$ cat config.mk
export PLATFORM = sky130hd
export DESIGN_NAME = mips32_reg_dump_flat
export DESIGN_NICKNAME = d
export VERILOG_FILES = /design/src/rtl/mips32_reg_dump_if.sv /design/src/rtl/mips32_reg_dump.sv /design/src/flat_wrapper.sv
export SDC_FILE = /design/constraint.sdc
export NUM_CORES = 1
export LEC_CHECK = 0
export BUFFER_PORTS_ARGS = -buffer_cell sky130_fd_sc_hd__buf_2
export CORE_ASPECT_RATIO = 1.2
export CORE_MARGIN = 4
export CORE_UTILIZATION = 44
export CTS_BUF_LIST = sky130_fd_sc_hd__clkbuf_4 sky130_fd_sc_hd__clkbuf_8
export CTS_CLUSTER_SIZE = 8
export DETAILED_ROUTE_END_ITERATION = 7
export PLACE_DENSITY = 0.77
export REMOVE_ABC_BUFFERS = 1
export SLEW_MARGIN = 20
export SYNTH_ARGS = -nofsm -noshare
export SYNTH_HDL_FRONTEND = slang
export SYNTH_SLANG_ARGS = --single-unit
$ cat constraint.sdc
create_clock -name clk1 -period 1.2 [get_ports clk1]
set_input_delay 0.18 -clock clk1 [delete_from_list [all_inputs] [get_ports clk1]]
set_output_delay 0.18 -clock clk1 [all_outputs]
set_load 0.05 [all_outputs]
$ cat src/rtl/mips32_reg_dump_if.sv
// Beat stream carrying {index, data} pairs out of the register-file dump engine.
interface mips32_reg_dump_if #(
  parameter int IDX_W  = 5,
  parameter int DATA_W = 32
);
  logic              out_valid;
  logic              out_ready;
  logic [IDX_W-1:0]  out_idx;
  logic [DATA_W-1:0] out_data;
  logic              out_last;

  modport master (
    output out_valid,
    output out_idx,
    output out_data,
    output out_last,
    input  out_ready
  );

  modport slave (
    input  out_valid,
    input  out_idx,
    input  out_data,
    input  out_last,
    output out_ready
  );
endinterface

$ cat src/rtl/mips32_reg_dump.sv
// Post-halt register-file readout: walks a (possibly wrapping) index range through a
// synchronous read port and streams each register as one {index, data} beat.
module mips32_reg_dump #(
  parameter int NUM_REGS = 32,
  parameter int IDX_W    = 5,
  parameter int DATA_W   = 32
) (
  input  logic                 clk1,
  input  logic                 rst_n,
  input  logic                 halted,
  input  logic                 dump_req,
  input  logic [IDX_W-1:0]     dump_first,
  input  logic [IDX_W-1:0]     dump_last,
  output logic [IDX_W-1:0]     rd_addr,
  input  logic [DATA_W-1:0]    rd_data,
  mips32_reg_dump_if.master    stream,
  output logic                 busy,
  output logic                 done
);

  typedef enum logic [2:0] {
    IDLE,
    READ,
    CAPT,
    SEND,
    DONE
  } state_t;

  localparam logic [IDX_W-1:0] TOP_IDX = IDX_W'(NUM_REGS - 1);

  state_t            state;
  logic              halted_q;
  logic [IDX_W-1:0]  cur_idx;
  logic [IDX_W-1:0]  end_idx;
  logic              valid_q;
  logic [IDX_W-1:0]  idx_q;
  logic [DATA_W-1:0] data_q;
  logic              last_q;
  logic              busy_q;
  logic              done_q;
  logic              trig;

  // halted_q starts at 0, so a core that is already halted at reset release still dumps once.
  assign trig = dump_req | (halted & ~halted_q);

  // cur_idx only changes on entry to READ, so it doubles as the held read address.
  assign rd_addr          = cur_idx;
  assign stream.out_valid = valid_q;
  assign stream.out_idx   = idx_q;
  assign stream.out_data  = data_q;
  assign stream.out_last  = last_q;
  assign busy             = busy_q;
  assign done             = done_q;

  // NOTE: every register here is updated with <= so all of them see pre-edge values;
  // a blocking assignment would let a later statement observe the new state mid-cycle.
  always_ff @(posedge clk1) begin
    if (!rst_n) begin
      state    <= IDLE;
      halted_q <= 1'b0;
      cur_idx  <= '0;
      end_idx  <= '0;
      valid_q  <= 1'b0;
      idx_q    <= '0;
      data_q   <= '0;
      last_q   <= 1'b0;
      busy_q   <= 1'b0;
      done_q   <= 1'b0;
    end else begin
      halted_q <= halted;
      case (state)
        IDLE: begin
          if (trig) begin
            cur_idx <= dump_first;
            end_idx <= dump_last;
            busy_q  <= 1'b1;
            state   <= READ;
          end
        end
        READ: begin
          state <= CAPT;
        end
        CAPT: begin
          data_q  <= rd_data;
          idx_q   <= cur_idx;
          last_q  <= (cur_idx == end_idx);
          valid_q <= 1'b1;
          state   <= SEND;
        end
        SEND: begin
          if (stream.out_ready) begin
            valid_q <= 1'b0;
            if (last_q) begin
              done_q <= 1'b1;
              state  <= DONE;
            end else begin
              // Wrap past the top register so first > last ranges continue at 0.
              cur_idx <= (cur_idx == TOP_IDX) ? '0 : cur_idx + 1'b1;
              state   <= READ;
            end
          end
        end
        DONE: begin
          done_q <= 1'b0;
          busy_q <= 1'b0;
          state  <= IDLE;
        end
        default: begin
          state <= IDLE;
        end
      endcase
    end
  end

endmodule

$ cat src/flat_wrapper.sv
// flat-port wrapper written by rule: the top's interface ports become plain ports
module mips32_reg_dump_flat 
#(
  parameter int NUM_REGS = 32,
  parameter int IDX_W    = 5,
  parameter int DATA_W   = 32
)
  (clk1, rst_n, halted, dump_req, dump_first, dump_last, rd_addr, rd_data, busy, done, stream_out_valid, stream_out_idx, stream_out_data, stream_out_last, stream_out_ready);
  mips32_reg_dump_if #(.IDX_W(IDX_W), .DATA_W(DATA_W)) stream_i ();
  input  logic clk1;
  input  logic rst_n;
  input  logic halted;
  input  logic dump_req;
  input  logic [IDX_W-1:0] dump_first;
  input  logic [IDX_W-1:0] dump_last;
  output logic [IDX_W-1:0] rd_addr;
  input  logic [DATA_W-1:0] rd_data;
  output logic busy;
  output logic done;
  output wire logic [$bits(stream_i.out_valid)-1:0] stream_out_valid;
  output wire logic [$bits(stream_i.out_idx)-1:0] stream_out_idx;
  output wire logic [$bits(stream_i.out_data)-1:0] stream_out_data;
  output wire logic [$bits(stream_i.out_last)-1:0] stream_out_last;
  input wire logic [$bits(stream_i.out_ready)-1:0] stream_out_ready;
  assign stream_out_valid = stream_i.out_valid;
  assign stream_out_idx = stream_i.out_idx;
  assign stream_out_data = stream_i.out_data;
  assign stream_out_last = stream_i.out_last;
  assign stream_i.out_ready = stream_out_ready;
  mips32_reg_dump #(.NUM_REGS(NUM_REGS), .IDX_W(IDX_W), .DATA_W(DATA_W)) u_core (.clk1(clk1), .rst_n(rst_n), .halted(halted), .dump_req(dump_req), .dump_first(dump_first), .dump_last(dump_last), .rd_addr(rd_addr), .rd_data(rd_data), .stream(stream_i), .busy(busy), .done(done));
endmodule
== After elaboration in Yosys (flattened, before gate mapping) ==
Index checks and enable logic that the tools add are counted.
W data, S select, Z words.

* Register bits: 55
* Input port bits: 47
* Output and inout port bits: 46

* Add/subtract/negate cells: 1
* Equality and inequality tests: 10
* Muxes and demuxes: 16
* Bitwise operators: 3
* Reductions and logical operators: 11

{| class="wikitable"
|+ Operators with widths
! cell !! count
|-
| $mux W5 || 4
|-
| $pmux W3 S4 || 1
|-
| $pmux W5 S2 || 1
|-
| $mux W3 || 3
|-
| $reduce_and A2 Y1 || 4
|-
| $reduce_bool A2 Y1 || 4
|-
| $eq A3 B2 Y1 const B || 2
|-
| $pmux W1 S2 || 3
|-
| $add A5 B1 Y5 const B || 1
|-
| $eq A5 B5 Y1 || 1
|-
| $eq A5 B5 Y1 const B || 1
|-
| $mux W1 || 4
|-
| $ne A2 B1 Y1 const B || 2
|-
| $ne A2 B2 Y1 const B || 2
|-
| $reduce_and A4 Y1 || 1
|-
| $eq A3 B1 Y1 const B || 1
|-
| $eq A3 B3 Y1 const B || 1
|-
| $logic_not A3 Y1 || 1
|-
| $reduce_and A3 Y1 || 1
|-
| $and A1 B1 Y1 || 1
|-
| $not A1 Y1 || 1
|-
| $or A1 B1 Y1 || 1
|}

== Depth between registers and ports, before layout ==
* Depth in word-level cells: 5
* Depth in mapped cells: 7

== Worst setup path before layout ==
No wires, ideal clock.

* Kind: reg2reg
* From: register u_core.cur_idx[0] (netlist: u_core.rd_addr[0])
* To: register u_core.cur_idx[4] (netlist: u_core.rd_addr[4])
* Setup time: 134 ps
* Arrival time: 1,574 ps
* Data required time: 1,066 ps
* Path slack: -508 ps
* Stages on the path, launching flop included: 6
* Clock period less this slack: 1,708 ps
* Cell sequence: dfxtp_1 > ha_1 > and3_1 > ha_1 > mux2i_1 > a211oi_2

* Word-level cells in the longest chain between the ends: 5

{| class="wikitable"
|+ Ends and longest elaborated chain
! element !! line !! RTL
|-
| from (decl) || mips32_reg_dump.sv:33 || <nowiki>logic [IDX_W-1:0] cur_idx;</nowiki>
|-
| from (signal assigned) || mips32_reg_dump.sv:74 || <nowiki>cur_idx <= dump_first;</nowiki>
|-
| from (signal assigned) || mips32_reg_dump.sv:98 || <nowiki>cur_idx <= (cur_idx == TOP_IDX) ? '0 : cur_idx + 1'b1;</nowiki>
|-
| $add A5 B1 Y5 or $eq A5 B5 Y1 (tied branches) || mips32_reg_dump.sv:98 ||
|-
| $mux W5 * || mips32_reg_dump.sv:98 ||
|-
| $mux W5 * || mips32_reg_dump.sv:93 || <nowiki>if (last_q) begin</nowiki>
|-
| $mux W5 * || mips32_reg_dump.sv:91 || <nowiki>if (stream.out_ready) begin</nowiki>
|-
| $pmux W5 S2 * || mips32_reg_dump.sv:71 || <nowiki>case (state)</nowiki>
|}

Mark *: on every way between the ends. The rest lies on a longest branch, timed or not. The select of a mux whose other input is x is not followed.
A chain may end at the register's enable or synchronous reset.

== Final worst setup path ==
* From: register u_core.halted_q
* To: register u_core.end_idx[3]

* Word-level cells in the longest chain between the ends: 4

{| class="wikitable"
|+ Ends and longest elaborated chain
! element !! line !! RTL
|-
| from (decl) || mips32_reg_dump.sv:32 || <nowiki>logic halted_q;</nowiki>
|-
| from (signal assigned) || mips32_reg_dump.sv:70 || <nowiki>halted_q <= halted;</nowiki>
|-
| $not A1 Y1 || mips32_reg_dump.sv:44 || <nowiki>assign trig = dump_req | (halted & ~halted_q);</nowiki>
|-
| $and A1 B1 Y1 || mips32_reg_dump.sv:44 ||
|-
| $or A1 B1 Y1 || mips32_reg_dump.sv:44 ||
|-
| $reduce_and A2 Y1 (no line) || n/a ||
|-
| to (signal assigned) || mips32_reg_dump.sv:75 || <nowiki>end_idx <= dump_last;</nowiki>
|-
| to (decl) || mips32_reg_dump.sv:34 || <nowiki>logic [IDX_W-1:0] end_idx;</nowiki>
|}

No other way between the ends.

==> impl_metrics.py <==
metrics = {
    "run_status": {
        "outcome": "finished with violations",
        "violations": "setup timing",
    },
    "critical_path": {
        "slowest_stage": "a2111oi_4",
        "critical_path.endpoint": "u_core.end_idx[3]",
        "r2r_slack_ns": -0.23,
        "r2r_cells": 5,
        "required_ns": 1.39,
        "cpLargestDelayFamily": "compound AO/OA/AOI/OAI gates",
        "timing.rr.start": "u_core.halted_q",
        "crit_type": "reg -> reg",
        "r2r_end": "u_core.end_idx[3]",
        "critical_path.max_fanout": 5,
        "max_stage_delay_ns": 0.39,
        "end_kind": "flip-flop",
        "arrival_ns": 1.63,
        "path_cells": "nand2b_4 > a2111oi_4 > buf_6 > mux2i_1 > nor2_1",
        "cp-start-kind": "flip-flop",
        "crit_cells": 5,
        "cp_num_buf_inv": 1,
        "critPathLaunch": "u_core.halted_q",
    },
    "timing": {
        "final.setup.worst_slack_ns": -0.232,
        "max_freq_mhz": 698,
        "slew_headroom": 0.743,
        "skew_ns": 0.00961,
        "holdWs_ns": 0.104,
        "hold_violations": 0,
        "period_minus_slack_ns": 1.43,
        "setup-violations-final": 49,
        "setup-tns-final_ns": -5.35,
        "timing.final.crit_share": 1.19,
        "rsz0062_at_grt": "yes",
        "tightest_slew_ns": 0.385,
        "drv_slew": 0,
    },
    "final_layout": {
        "fill_cells": 352,
        "nets": 437,
        "multi_input_area_um2": 1360,
        "instances_no_fill": 447,
        "final_layout_size_suffix_gt1_frac": 0.584,
        "fin_area_um2": 3620,
        "antennaDiodeCount": 0,
        "final-seq-area_um2": 1120,
        "syn_to_final_growth_pct": 64.9,
    },
    "placement": {
        "gp_congestion": 0.849,
        "placed_area_um2": 2820,
        "dpl.cell_count": 414,
        "portBuffers": 92,
        "dpl.hpwl_um": 4080,
    },
    "logic_synthesis": {
        "yosysUniqueCellTypes": 36,
        "synthFlopType": "dfxtp_1",
        "synth_edf_count": 0,
        "async_flop_share": 0,
        "ys_seq_area_frac": 0.501,
        "synth_area_um2": 2200,
        "ys_warn_count": 0,
        "syn-instance-count": 255,
        "ys_ff_latch": 55,
        "avgSynthCellArea_um2": 8.61,
    },
    "cts": {
        "cts_tree": "yes",
        "clock_latency_ns": 0.31,
        "cts_root_buf": "clkbuf_8",
        "numClockSinks": 55,
        "cts_hold_buf": 0,
        "cts_max_path_buffers": 2,
        "clkSlewWorstSetupHoldPaths_ns": 0.10,
        "cts_buffers": 5,
        "ctsHtreeMaxLevel": 2,
    },
    "detailed_routing": {
        "viasPerCell": 5.43,
        "antenna_left": 0,
        "wl_per_cell_um": 17.0,
        "drtIter0Drc": 55,
        "drc": 0,
        "wl_um": 7620,
        "first_pass_iters": 5,
        "vias": 2428,
    },
    "power_and_ir_drop": {
        "p_per_area_nw_per_um2": 1320,
        "finalPower_uw": 4790,
        "cellLeakagePower_uw": 0.00166,
        "peakVddDrop_mv": 0.984,
    },
    "floorplan": {
        "ios": 93,
        "die-area_um2": 6190,
        "fp.dieW_um": 72.5,
        "die_y_um": 85.4,
        "coreArea_um2": 4700,
        "initial_core_util": 0.468,
        "row_count": 27,
    },
    "grt": {
        "antenna_found_initial": 0,
        "grt_pass1_wl_um": 10600,
        "grt_overflow_total": 0,
        "grt_max_degree": 26,
        "first_global_vias": 2270,
        "grt_usage": 0.217,
    },
    "hold_path": {
        "worstHoldStart": "rd_data[26]",
        "hold_class": "in -> reg",
    },
    "job": {
        "cap_violations": 0,
    },
}
-- kinds of logic after synthesis --
group,share of synthesized area
simple gates,0.209
compound gates,0.161
flops,0.501
buf+inv,0.0570
xor+xnor,0.0279
mux,0.0319
fa+ha+maj,0.0114
-- layout make-up --
| type | instances | share of cell area |
|---|---|---|
| clock buffers | 6 | 0.0211 |
| clock inverters | 2 | 0.00346 |
| repair buffers | 136 | 0.266 |
| well taps | 58 | 0.0200 |
| flip-flops and latches | 55 | 0.309 |
| multi-input cells | 186 | 0.375 |
| inverters | 4 | 0.00553 |
-- how the worst min path moves through the flow --
stage	to	cells past startpoint
after floorplan	u_core.rd_addr[0]	2
after global placement	u_core.end_idx[1]	3
after detailed placement	u_core.stream.out_data[25]	3
after CTS	u_core.stream.out_data[23]	3
after global routing	u_core.stream.out_data[30]	3
final	u_core.stream.out_data[26]	3
-- power breakdown --
part | switching [µW] | internal [µW] | total, µW
Combinational | 1020 | 686 | 1700
Clock | 605 | 433 | 1040
Sequential | 90.3 | 1960 | 2050
Total | 1710 | 3080 | 4790
-- metal layers --
layer / track usage / up-vias / share of wire
met3: 0.0379 / 18 / 0.069
met4: 0.112 / 0 / 0.026
met1: 0.234 / 1165 / 0.36
met2: 0.394 / 109 / 0.55
met5: 0 / - / 0
li1: - / 1136 / -
-- stage by stage --
step / worst slack (ns) / utilization
floorplan: -0.882 / -
global placement: -0.187 / 0.601
detailed placement: -0.247 / 0.601
CTS: -0.163 / 0.700
global route: -0.303 / 0.771
finish: -0.232 / 0.771
-- synthesized netlist by cell type (2+ instances only) --
cell type / number / area, µm²
buf_6: 4 / 45.0
dfxtp_1: 55 / 1100
inv_2: 2 / 7.51
nand3_1: 2 / 10.0
nor2_1: 8 / 30.0
ha_1: 2 / 25.0
xnor2_1: 4 / 35.0
mux2i_1: 7 / 70.1
nor3_2: 2 / 20.0
a211oi_2: 2 / 25.0
clkbuf_1: 6 / 22.5
nand3b_1: 2 / 15.0
a21oi_1: 45 / 225
buf_2: 4 / 20.0
nor3_1: 7 / 35.0
o31ai_1: 3 / 22.5
xor2_1: 3 / 26.3
nand2_1: 77 / 289
buf_4: 3 / 22.5
-- worst register-to-register path, cell delays in order (launching register included) --
cell       delay (ns)
dfxtp_2          0.32
nand2b_4         0.14
a2111oi_4        0.39
buf_6            0.19
mux2i_1          0.21
nor2_1           0.07
-- state kept, by name (all words and copies together), names as in the netlist --
name	cells
u_core.busy	1
u_core.done	1
u_core.stream.out_last	1
u_core.stream.out_valid	1
u_core.stream.out_data	32
u_core.state	3
u_core.stream.out_idx	5
u_core.halted_q	1
u_core.rd_addr	5
u_core.end_idx	5
-- repair_timing --
action / 4_1_cts / 5_1_grt
buffers inserted: 11 / 2
pin swaps: 26 / 42
gates resized for setup: 58 / 80
gates cloned: 9 / 4
setup endpoints to repair: 56 / 56
-- cell usage in the layout, fill, tap and decap left out, types with 5 or more instances in the layout --
master | synthesis | layout
nand2_4 | 0 | 16
a21oi_1 | 45 | 21
nand2_2 | 0 | 8
buf_4 | 3 | 26
mux2i_1 | 7 | 7
clkbuf_8 | 0 | 5
nor3_1 | 7 | 6
or3_4 | 1 | 8
buf_2 | 4 | 86
buf_6 | 4 | 15
a21oi_2 | 0 | 24
nand2_1 | 77 | 53
dfxtp_2 | 0 | 6
dfxtp_1 | 55 | 46
nor2_1 | 8 | 8
(Power assumes the default switching activity.)
